File: config.mk
export PLATFORM = sky130hd
export DESIGN_NAME = pipe_run_ctrl_flat
export DESIGN_NICKNAME = d
export VERILOG_FILES = /design/src/rtl/pipe_run_ctrl_if.sv /design/src/rtl/pipe_run_ctrl.sv /design/src/flat_wrapper.sv
export SDC_FILE = /design/constraint.sdc
export NUM_CORES = 1
export LEC_CHECK = 0
export CAP_MARGIN = 20
export CORE_UTILIZATION = 36
export DETAILED_ROUTE_END_ITERATION = 12
export PLACE_DENSITY = 0.62
export SYNTH_ARGS = -nofsm -noshare
export SYNTH_HDL_FRONTEND = slang
export SYNTH_SLANG_ARGS = --single-unit
File: constraint.sdc
create_clock -name clk -period 3.6 [get_ports clk]
set_input_delay 0.72 -clock clk [delete_from_list [all_inputs] [get_ports clk]]
set_output_delay 0.72 -clock clk [all_outputs]
set_load 0.01 [all_outputs]
File: src/rtl/pipe_run_ctrl_if.sv
// Host command channel for the pipeline run controller (valid/ready handshake).
interface pipe_run_ctrl_if;
    logic       cmd_valid;
    logic [1:0] cmd;
    logic       cmd_ready;

    // Host side drives commands.
    modport master (
        output cmd_valid,
        output cmd,
        input  cmd_ready
    );

    // Controller side accepts commands.
    modport slave (
        input  cmd_valid,
        input  cmd,
        output cmd_ready
    );
endinterface

File: src/rtl/pipe_run_ctrl.sv
// Run/step/halt sequencer for the 5-stage pipeline: gates pipe_en, squashes fetch
// after HALT reaches ID, drains the back end, and counts cycles and retirements.
module pipe_run_ctrl #(
    parameter int unsigned          NB_CNT      = 32,
    parameter int unsigned          DRAIN_DEPTH = 3,
    parameter logic [NB_CNT-1:0]    MAX_CYCLES  = {NB_CNT{1'b1}}
) (
    input  logic                clk,
    input  logic                reset,
    pipe_run_ctrl_if.slave      cmd_if,
    input  logic                halt_detect,
    input  logic                wb_valid,
    output logic                pipe_en,
    output logic                flush_if,
    output logic                pipe_clear,
    output logic                done,
    output logic                timeout,
    output logic [2:0]          state,
    output logic [NB_CNT-1:0]   cycle_count,
    output logic [NB_CNT-1:0]   instr_count
);

    localparam int unsigned DrainW = (DRAIN_DEPTH > 1) ? $clog2(DRAIN_DEPTH) : 1;

    localparam logic [1:0] CmdRun   = 2'b00;
    localparam logic [1:0] CmdStep  = 2'b01;
    localparam logic [1:0] CmdPause = 2'b10;
    localparam logic [1:0] CmdClear = 2'b11;

    typedef enum logic [2:0] {
        StIdle   = 3'd0,
        StRun    = 3'd1,
        StStep   = 3'd2,
        StDrain  = 3'd3,
        StHalted = 3'd4
    } state_e;

    state_e              state_q, state_d;
    logic [DrainW-1:0]   drain_cnt_q, drain_cnt_d;
    logic [NB_CNT-1:0]   cycle_count_q, cycle_count_d;
    logic [NB_CNT-1:0]   instr_count_q, instr_count_d;
    logic                timeout_q, timeout_d;
    logic                pipe_clear_q, pipe_clear_d;
    logic                accept;
    logic                clr_cnt;

    // Moore outputs decoded from the current state.
    always_comb begin
        pipe_en          = 1'b0;
        flush_if         = 1'b0;
        done             = 1'b0;
        cmd_if.cmd_ready = 1'b0;
        unique case (state_q)
            StIdle:   cmd_if.cmd_ready = 1'b1;
            StRun:    begin pipe_en = 1'b1; cmd_if.cmd_ready = 1'b1; end
            StStep:   pipe_en = 1'b1;
            StDrain:  begin pipe_en = 1'b1; flush_if = 1'b1; end
            StHalted: begin done = 1'b1; cmd_if.cmd_ready = 1'b1; end
            default:  ;
        endcase
    end

    assign accept = cmd_if.cmd_valid & cmd_if.cmd_ready;

    // Next-state: command decode, halt/drain sequencing and watchdog.
    always_comb begin
        state_d      = state_q;
        drain_cnt_d  = drain_cnt_q;
        timeout_d    = timeout_q;
        pipe_clear_d = 1'b0;
        clr_cnt      = 1'b0;
        case (state_q)
            StIdle: begin
                if (accept) begin
                    case (cmd_if.cmd)
                        CmdRun:   state_d = StRun;
                        CmdStep:  state_d = StStep;
                        CmdClear: begin pipe_clear_d = 1'b1; clr_cnt = 1'b1; end
                        default:  ;
                    endcase
                end
            end
            StRun: begin
                if (halt_detect) begin
                    state_d     = StDrain;
                    drain_cnt_d = DrainW'(DRAIN_DEPTH - 1);
                end else if (accept && cmd_if.cmd == CmdPause) begin
                    state_d = StIdle;
                end else if (cycle_count_q + NB_CNT'(1) == MAX_CYCLES) begin
                    state_d   = StHalted;
                    timeout_d = 1'b1;
                end
            end
            StStep: begin
                if (halt_detect) begin
                    state_d     = StDrain;
                    drain_cnt_d = DrainW'(DRAIN_DEPTH - 1);
                end else begin
                    state_d = StIdle;
                end
            end
            StDrain: begin
                // ID only holds bubbles here, so halt_detect is not looked at.
                if (drain_cnt_q == '0) state_d = StHalted;
                else                   drain_cnt_d = drain_cnt_q - DrainW'(1);
            end
            StHalted: begin
                if (accept && cmd_if.cmd == CmdClear) begin
                    state_d      = StIdle;
                    pipe_clear_d = 1'b1;
                    clr_cnt      = 1'b1;
                    timeout_d    = 1'b0;
                end
            end
            default: state_d = StIdle;
        endcase
    end

    // Cycle and retirement counters, both gated by the pipeline enable.
    always_comb begin
        cycle_count_d = cycle_count_q;
        instr_count_d = instr_count_q;
        if (clr_cnt) begin
            cycle_count_d = '0;
            instr_count_d = '0;
        end else if (pipe_en) begin
            cycle_count_d = cycle_count_q + NB_CNT'(1);
            if (wb_valid) instr_count_d = instr_count_q + NB_CNT'(1);
        end
    end

    // State registers with synchronous active-low reset.
    always_ff @(posedge clk) begin
        if (!reset) begin
            state_q       <= StIdle;
            drain_cnt_q   <= '0;
            cycle_count_q <= '0;
            instr_count_q <= '0;
            timeout_q     <= 1'b0;
            pipe_clear_q  <= 1'b0;
        end else begin
            state_q       <= state_d;
            drain_cnt_q   <= drain_cnt_d;
            cycle_count_q <= cycle_count_d;
            instr_count_q <= instr_count_d;
            timeout_q     <= timeout_d;
            pipe_clear_q  <= pipe_clear_d;
        end
    end

    assign pipe_clear  = pipe_clear_q;
    assign timeout     = timeout_q;
    assign state       = state_q;
    assign cycle_count = cycle_count_q;
    assign instr_count = instr_count_q;

endmodule

File: src/flat_wrapper.sv
// flat-port wrapper written by rule: the top's interface ports become plain ports
module pipe_run_ctrl_flat 
#(
    parameter int unsigned          NB_CNT      = 32,
    parameter int unsigned          DRAIN_DEPTH = 3,
    parameter logic [NB_CNT-1:0]    MAX_CYCLES  = {NB_CNT{1'b1}}
)
  (clk, reset, halt_detect, wb_valid, pipe_en, flush_if, pipe_clear, done, timeout, state, cycle_count, instr_count, cmd_if_cmd_valid, cmd_if_cmd, cmd_if_cmd_ready);
  pipe_run_ctrl_if cmd_if_i ();
  input  logic clk;
  input  logic reset;
  input  logic halt_detect;
  input  logic wb_valid;
  output logic pipe_en;
  output logic flush_if;
  output logic pipe_clear;
  output logic done;
  output logic timeout;
  output logic [2:0] state;
  output logic [NB_CNT-1:0] cycle_count;
  output logic [NB_CNT-1:0] instr_count;
  input wire logic [$bits(cmd_if_i.cmd_valid)-1:0] cmd_if_cmd_valid;
  input wire logic [$bits(cmd_if_i.cmd)-1:0] cmd_if_cmd;
  output wire logic [$bits(cmd_if_i.cmd_ready)-1:0] cmd_if_cmd_ready;
  assign cmd_if_i.cmd_valid = cmd_if_cmd_valid;
  assign cmd_if_i.cmd = cmd_if_cmd;
  assign cmd_if_cmd_ready = cmd_if_i.cmd_ready;
  pipe_run_ctrl #(.NB_CNT(NB_CNT), .DRAIN_DEPTH(DRAIN_DEPTH), .MAX_CYCLES(MAX_CYCLES)) u_core (.clk(clk), .reset(reset), .cmd_if(cmd_if_i), .halt_detect(halt_detect), .wb_valid(wb_valid), .pipe_en(pipe_en), .flush_if(flush_if), .pipe_clear(pipe_clear), .done(done), .timeout(timeout), .state(state), .cycle_count(cycle_count), .instr_count(instr_count));
endmodule
==> flow_summary_export.csv, run 1 <==
group,metric,value,unit
run_status,status,"finished clean",
flow_run,cap_violations,0,
detailed_routing,met3_length,531,um
detailed_routing,drt_iter0_drc,167,
worst_setup_path,arrival,3120,ps
detailed_routing,dr.pass1.iters,4,
synthesis,avgSynthCellArea,8.08,sq um
synthesis,yosys.area.top_type,"dfxtp_1",
pwr,power_density,398,mW/mm^2
clocking,tritoncts,"built",
pwr,max-vdd-ir-drop,0.192,mV
global_route,grt_pass1_vias,3169,
sta,clock_skew,9.06,ps
worst_setup_path,ff2ff_setup_slack,760,ps
clocking,cts.repair.resized,0,
detailed_routing,via_per_inst,5.17,
sta,setup_viol,0,
synthesis,yosysTopAreaCellShare,0.393,
synthesis,synth_edf_count,0,
clocking,hold_buffers,0,
cells_and_area,multi_input_area,0.00207,sq mm
cells_and_area,drive_above_1_share,0.0592,
detailed_routing,top_layer,"met4",
worst_setup_path,critPathMaxFanout,10,
floorplan,die_area,0.0105,sq mm
place,dp_hpwl,6.39,mm
worst_setup_path,critPathLaunchType,"register",
synthesis,postSynthCellCount,448,
synthesis,synth_top_family_by_area,"simple AND/OR/NAND/NOR gates",
place,io_buffers,79,
synthesis,synth_compound_area_frac,0.0875,
detailed_routing,wl_met2,4.11,mm
cells_and_area,n_fill_cell,972,
cells_and_area,antenna_cells,0,
floorplan,die_h,102,um
worst_setup_path,r2r_start,"u_core.cycle_count[0]$_SDFFE_PP0N_",
floorplan,start_util,0.370,
detailed_routing,vias,3398,
clocking,clockRootBuffer,"clkbuf_8",
synthesis,muxShareOfSynthArea,0,
sta,fin_setup_tns,0,ps
cells_and_area,nets,530,
detailed_routing,avgRoutedWirePerCell,13.7,um
clocking,htree_levels,3,
pwr,leakage,1.55,nW
clocking,cts_setup_buffers,0,
sta,period_needed,2840,ps
place,gp_congestion,0.831,
clocking,clk_latency,350,ps
global_route,grt_pass1_wl,14.9,mm
synthesis,synthTopCellsByArea,"dfxtp_1 (39%), xor2_1 (8.7%), nor2_1 (7.4%)",
synthesis,synthSimpleGateAreaFrac,0.324,
worst_setup_path,worst-r2r-cell-count,7,
floorplan,fp.dieW,102,um
clocking,cts_inserted_buffers,9,
sta,hold_viol,0,
worst_setup_path,regToRegEndpoint,"u_core.cycle_count[22]$_SDFFE_PP0N_",
worst_setup_path,endpoint_kind,"register",
clocking,clk_pin_slew_worst_paths,80,ps
synthesis,synth_nets,459,
detailed_routing,wl,8.97,mm
worst_setup_path,required,3880,ps
min_path,hold_class,"reg2reg",
floorplan,core_area,0.00977,sq mm
clocking,cts.sinks,71,
sta,slew_headroom,0.534,
cells_and_area,regArea,0.00142,sq mm
synthesis,yosys.area_share.xor_xnor,0.148,
synthesis,ys_ff_latch,71,
sta,worstMarginPinSlew,694,ps
sta,finalCritPeriodShare,0.789,
global_route,grt_overflow_total,0,
global_route,grt_max_degree,65,
sta,drv_slew,0,
worst_setup_path,endpoint,"u_core.cycle_count[22]$_SDFFE_PP0N_",
sta,rsz0062_at_grt,"no",
cells_and_area,synthToLayoutAreaGrowth,29.6,%
worst_setup_path,setup.worst_path.start,"u_core.cycle_count[0]$_SDFFE_PP0N_",
detailed_routing,m1WireLength,4.22,mm
sta,max_freq,352,MHz
global_route,antenna_found_initial,0,
global_route,grtUsageTotal,0.179,
floorplan,io_pins,80,
synthesis,syn_area,0.00362,sq mm
synthesis,synth_ff_type,"dfxtp_1",
worst_setup_path,critical_path_class,"reg2reg",
synthesis,synth_warnings,0,
clocking,cts_buffer_depth,2,
detailed_routing,antenna_left,0,
synthesis,synth_fa_ha_area_frac,0.0138,
synthesis,ys_types,46,
floorplan,num_rows,36,
sta,whs,487,ps
synthesis,ys_async_sr_fraction,0,
detailed_routing,drc_errors,0,
synthesis,yosysSeqAreaShare,0.393,
state kept, by name (all words and copies together), names as in the netlist:
name,cells
u_core.drain_cnt_q,2
u_core.timeout,1
u_core.instr_count,32
u_core.pipe_clear,1
u_core.cycle_count,32
u_core.state,3
cells by family after synthesis:
group / after synthesis
and+or+nand+nor: 232
xor gates and xnor gates: 61
AOI/OAI and AO/OA: 48
adders and majority gates: 4
DFF: 71
buffers and inverters: 32
cell usage in the layout, fill, tap and decap left out, types with 3 or more instances in the layout:
cell and n:
nand2_1 47, xnor2_1 25, nor4_1 6, clkinv_2 3, nand3_1 26, a21oi_1 14, nand2b_1 4, nor2b_1 3
and3_1 9, o21ai_0 13, nor2_1 71, xor2_1 36, dfxtp_1 71, nand4_1 21, ha_1 4, or3_1 10
nor4b_1 3, inv_1 11, nor3_1 14, clkbuf_8 11, clkdlybuf4s50_1 79
layout make-up:
cell class              count  share of cell area
repair buffers             81               0.172
clock inverters             5             0.00667
inverters                  11             0.00880
multi-input cells         345               0.442
flip-flops and latches     71               0.303
clock buffers              11              0.0323
well taps                 133              0.0355
layer usage:
metal,vias up,track usage
met2,90,0.297
met1,1600,0.230
met5,-,0
met4,0,0.0637
li1,1697,-
met3,11,0.0397
synthesized netlist by cell type, drive strengths merged, types with 3 or more instances:
library cell and number:
inv 11, nor4 8, a21oi 14, xnor2 25, clkbuf 16, nor4b 3, nand4 23, xor2 36
nor2 71, nand3 26, nor2b 3, nand2 48, ha 4, nand2b 4, or3 10, nor3 14
dfxtp 71, and4 3, buf 5, and3 9, o21ai 13
through the flow:
stage           util  setup WS [ps]  cells  area [sq um]  power [mW]
2_1_floorplan      -            989    448          3620        1.12
4_1_cts        0.480            783    657          4690        1.88
6_report       0.480            760    657          4690        1.87
5_1_grt        0.480            495    657          4690        1.97
3_5_place_dp   0.461            516    641          4510        1.30
3_3_place_gp   0.461            615    641          4510        1.29
worst max-delay path: stages, from the launching register on:
cell and delay (ps):
dfxtp_1 490, ha_1 410, nand4_1 180, or4_2 580
nor4_2 430, nand3_1 210, or3_1 330, a21oi_1 140
report_power, final:
group          switching (mW)  leakage (nW)  internal (mW)
clock network           0.305        0.0955          0.286
registers              0.0690         0.573          0.817
logic                   0.213         0.879          0.175
total                   0.587          1.55           1.28
worst min path at each step:
stage	from	end	cells past startpoint
6_report	u_core.drain_cnt_q[1]$_SDFFE_PN0P_	u_core.drain_cnt_q[1]$_SDFFE_PN0P_	2
5_1_grt	u_core.drain_cnt_q[1]$_SDFFE_PN0P_	u_core.drain_cnt_q[1]$_SDFFE_PN0P_	2
4_1_cts	u_core.drain_cnt_q[1]$_SDFFE_PN0P_	u_core.drain_cnt_q[1]$_SDFFE_PN0P_	2
3_5_place_dp	u_core.drain_cnt_q[1]$_SDFFE_PN0P_	u_core.drain_cnt_q[1]$_SDFFE_PN0P_	2
3_3_place_gp	u_core.drain_cnt_q[1]$_SDFFE_PN0P_	u_core.drain_cnt_q[1]$_SDFFE_PN0P_	2
2_1_floorplan	u_core.drain_cnt_q[1]$_SDFFE_PN0P_	u_core.drain_cnt_q[1]$_SDFFE_PN0P_	2
Power figures use the tool's default switching activity.
==> inputs of run 2 (changes only) <==
Settings changed: PLACE_DENSITY 0.62 to 0.65.
Clock period 3.6 ns to 2.4 ns, I/O delays scaled along.
==> run 2 against run 1 <==
Compared with the run above: design area grew 10%; setup slack got worse by 690 ps; clock-buffer cell count decreased by 2; largest power group unchanged; largest cell class unchanged; sequential cell count is the same; critical path depth did not move; non-clock buffer count rose by 51; combinational power up 88%.
==> flow_summary_export.csv, run 2 (synthesis gave the netlist of run 1 again) <==
group,metric,value,unit
run_status,status,"finished clean",
min_path,hold_class,"reg2reg",
sta,period_needed,2330,ps
cells_and_area,drive_above_1_share,0.167,
cells_and_area,nets,581,
pwr,power_frac_comb,0.238,
detailed_routing,via_per_inst,5.07,
worst_setup_path,critPathMaxFanout,2,
worst_setup_path,path_delay_family,"simple AND/OR/NAND/NOR gates",
sta,hold_viol,0,
detailed_routing,dr.pass1.iters,4,
clocking,htree_levels,3,
cells_and_area,layout_commonest_cell,"clkdlybuf4s50_1",
clocking,cts_buffer_depth,2,
global_route,grt_overflow_total,0,
detailed_routing,wl,9.72,mm
sta,slew_headroom,0.663,
floorplan,die_h,102,um
sta,worstMarginPinSlew,502,ps
floorplan,io_pins,80,
worst_setup_path,endpoint_kind,"register",
place,placed_area,0.00491,sq mm
clocking,clk_pin_slew_worst_paths,80,ps
sta,clock_skew,10.6,ps
flow_run,cap_violations,0,
clocking,hold_buffers,0,
detailed_routing,vias,3593,
sta,whs,494,ps
floorplan,start_util,0.370,
worst_setup_path,critical_path_class,"reg2reg",
worst_setup_path,arrival,2610,ps
clocking,clk_latency,340,ps
detailed_routing,avgRoutedWirePerCell,13.7,um
sta,fin_setup_tns,0,ps
sta,finalCritPeriodShare,0.969,
worst_setup_path,required,2690,ps
floorplan,fp.dieW,102,um
worst_setup_path,cp_cell_sequence,"nand4_4, or4_4, or3_4, a2111oi_4, nand4_1, o21bai_2, o2111a_1",
global_route,grt_pass1_vias,3404,
clocking,cts_inserted_buffers,9,
cells_and_area,fin_area,0.00518,sq mm
clocking,tritoncts,"built",
pwr,p_sw_frac,0.299,
pwr,p_int,2.15,mW
sta,setup_viol,0,
global_route,grtUsageTotal,0.193,
worst_setup_path,cp_slowest_stage_delay,550,ps
global_route,antenna_found_initial,0,
place,io_buffers,79,
floorplan,die_area,0.0105,sq mm
pwr,max-vdd-ir-drop,0.260,mV
cells_and_area,multi_input_area,0.00211,sq mm
worst_setup_path,path_buf_inv,0,
clocking,clockRootBuffer,"clkbuf_8",
sta,drv_slew,0,
detailed_routing,drc_errors,0,
floorplan,core_area,0.00977,sq mm
cells_and_area,antenna_cells,0,
pwr,power_density,592,mW/mm^2
clocking,cts.sinks,71,
pwr,clockPowerShare,0.348,
worst_setup_path,critPathLaunchType,"register",
pwr,leakage,1.84,nW
global_route,grt_pass1_wl,15.8,mm
cells_and_area,layout_common_cells,"clkdlybuf4s50_1 (79), nor2_1 (71), dfxtp_1 (61)",
sta,max_freq,430,MHz
global_route,grt_max_degree,65,
cells_and_area,n_fill_cell,950,
cells_and_area,synthToLayoutAreaGrowth,43.0,%
place,dp_hpwl,7.18,mm
pwr,p_sw,0.918,mW
detailed_routing,drt_iter0_drc,170,
floorplan,num_rows,36,
cells_and_area,regArea,0.00144,sq mm
worst_setup_path,cp_slowest_cell,"or4_4",
detailed_routing,antenna_left,0,
place,gp_congestion,0.925,
pwr,p_seq_frac,0.414,
-- run 2: area by class of cell --
| cell class | count | area share |
|---|---|---|
| Multi-Input combinational cell | 345 | 0.408 |
| Sequential cell | 71 | 0.277 |
| Timing Repair Buffer | 132 | 0.232 |
| Tap cell | 133 | 0.0321 |
| Clock buffer | 9 | 0.0239 |
| Clock inverter | 7 | 0.0186 |
| Inverter | 11 | 0.00797 |
-- run 2: metrics by stage --
stage	power [mW]	util	worst slack (ps)	instances
4_1_cts	3.09	0.526	13.8	707
3_5_place_dp	2.01	0.503	-130	691
3_3_place_gp	2.00	0.503	-80.6	691
6_report	3.07	0.530	74.6	708
5_1_grt	3.24	0.530	-13.4	708
2_1_floorplan	1.70	-	3.92	448
-- run 2: power by group through the flow --
stage	Sequential (mW)	Clock (mW)	Combinational (mW)
after global routing	1.28	1.16	0.803
after detailed placement	1.30	0	0.714
after global placement	1.30	0	0.708
final	1.27	1.07	0.731
after floorplan	1.32	0	0.373
after CTS	1.27	1.10	0.718
-- run 2: worst min-delay path, stage by stage (launching register included) --
cell and delay [ps]:
dfxtp_1 300, inv_1 70, a221oi_1 80
-- run 2: repair_timing --
action / CTS / global route
hold endpoints to repair: 0 / 0
resized for setup: 1 / 9
pin swaps: 0 / 3
setup buffers: 0 / 1
setup endpoints to repair: 2 / 8
-- run 2: worst paths after layout --
path                                                    startpoint                                  to  slack (ps)  depth (start not counted)
worst min-delay path            u_core.drain_cnt_q[1]$_SDFFE_PN0P_  u_core.drain_cnt_q[1]$_SDFFE_PN0P_         490                          2
worst max-delay path            u_core.cycle_count[9]$_SDFFE_PP0N_        u_core.state[2]$_SDFFE_PN0P_          70                          7
worst max register to register  u_core.cycle_count[9]$_SDFFE_PP0N_        u_core.state[2]$_SDFFE_PN0P_          70                          7
worst min register to register  u_core.drain_cnt_q[1]$_SDFFE_PN0P_  u_core.drain_cnt_q[1]$_SDFFE_PN0P_         490                          2
-- run 2: per-layer routing --
| layer | routed length (um) | global-route usage |
|---|---|---|
| met1 | 4440 | 0.244 |
| met2 | 4490 | 0.312 |
| met3 | 564 | 0.0479 |
| met4 | 221 | 0.0813 |
| met5 | 0 | 0 |
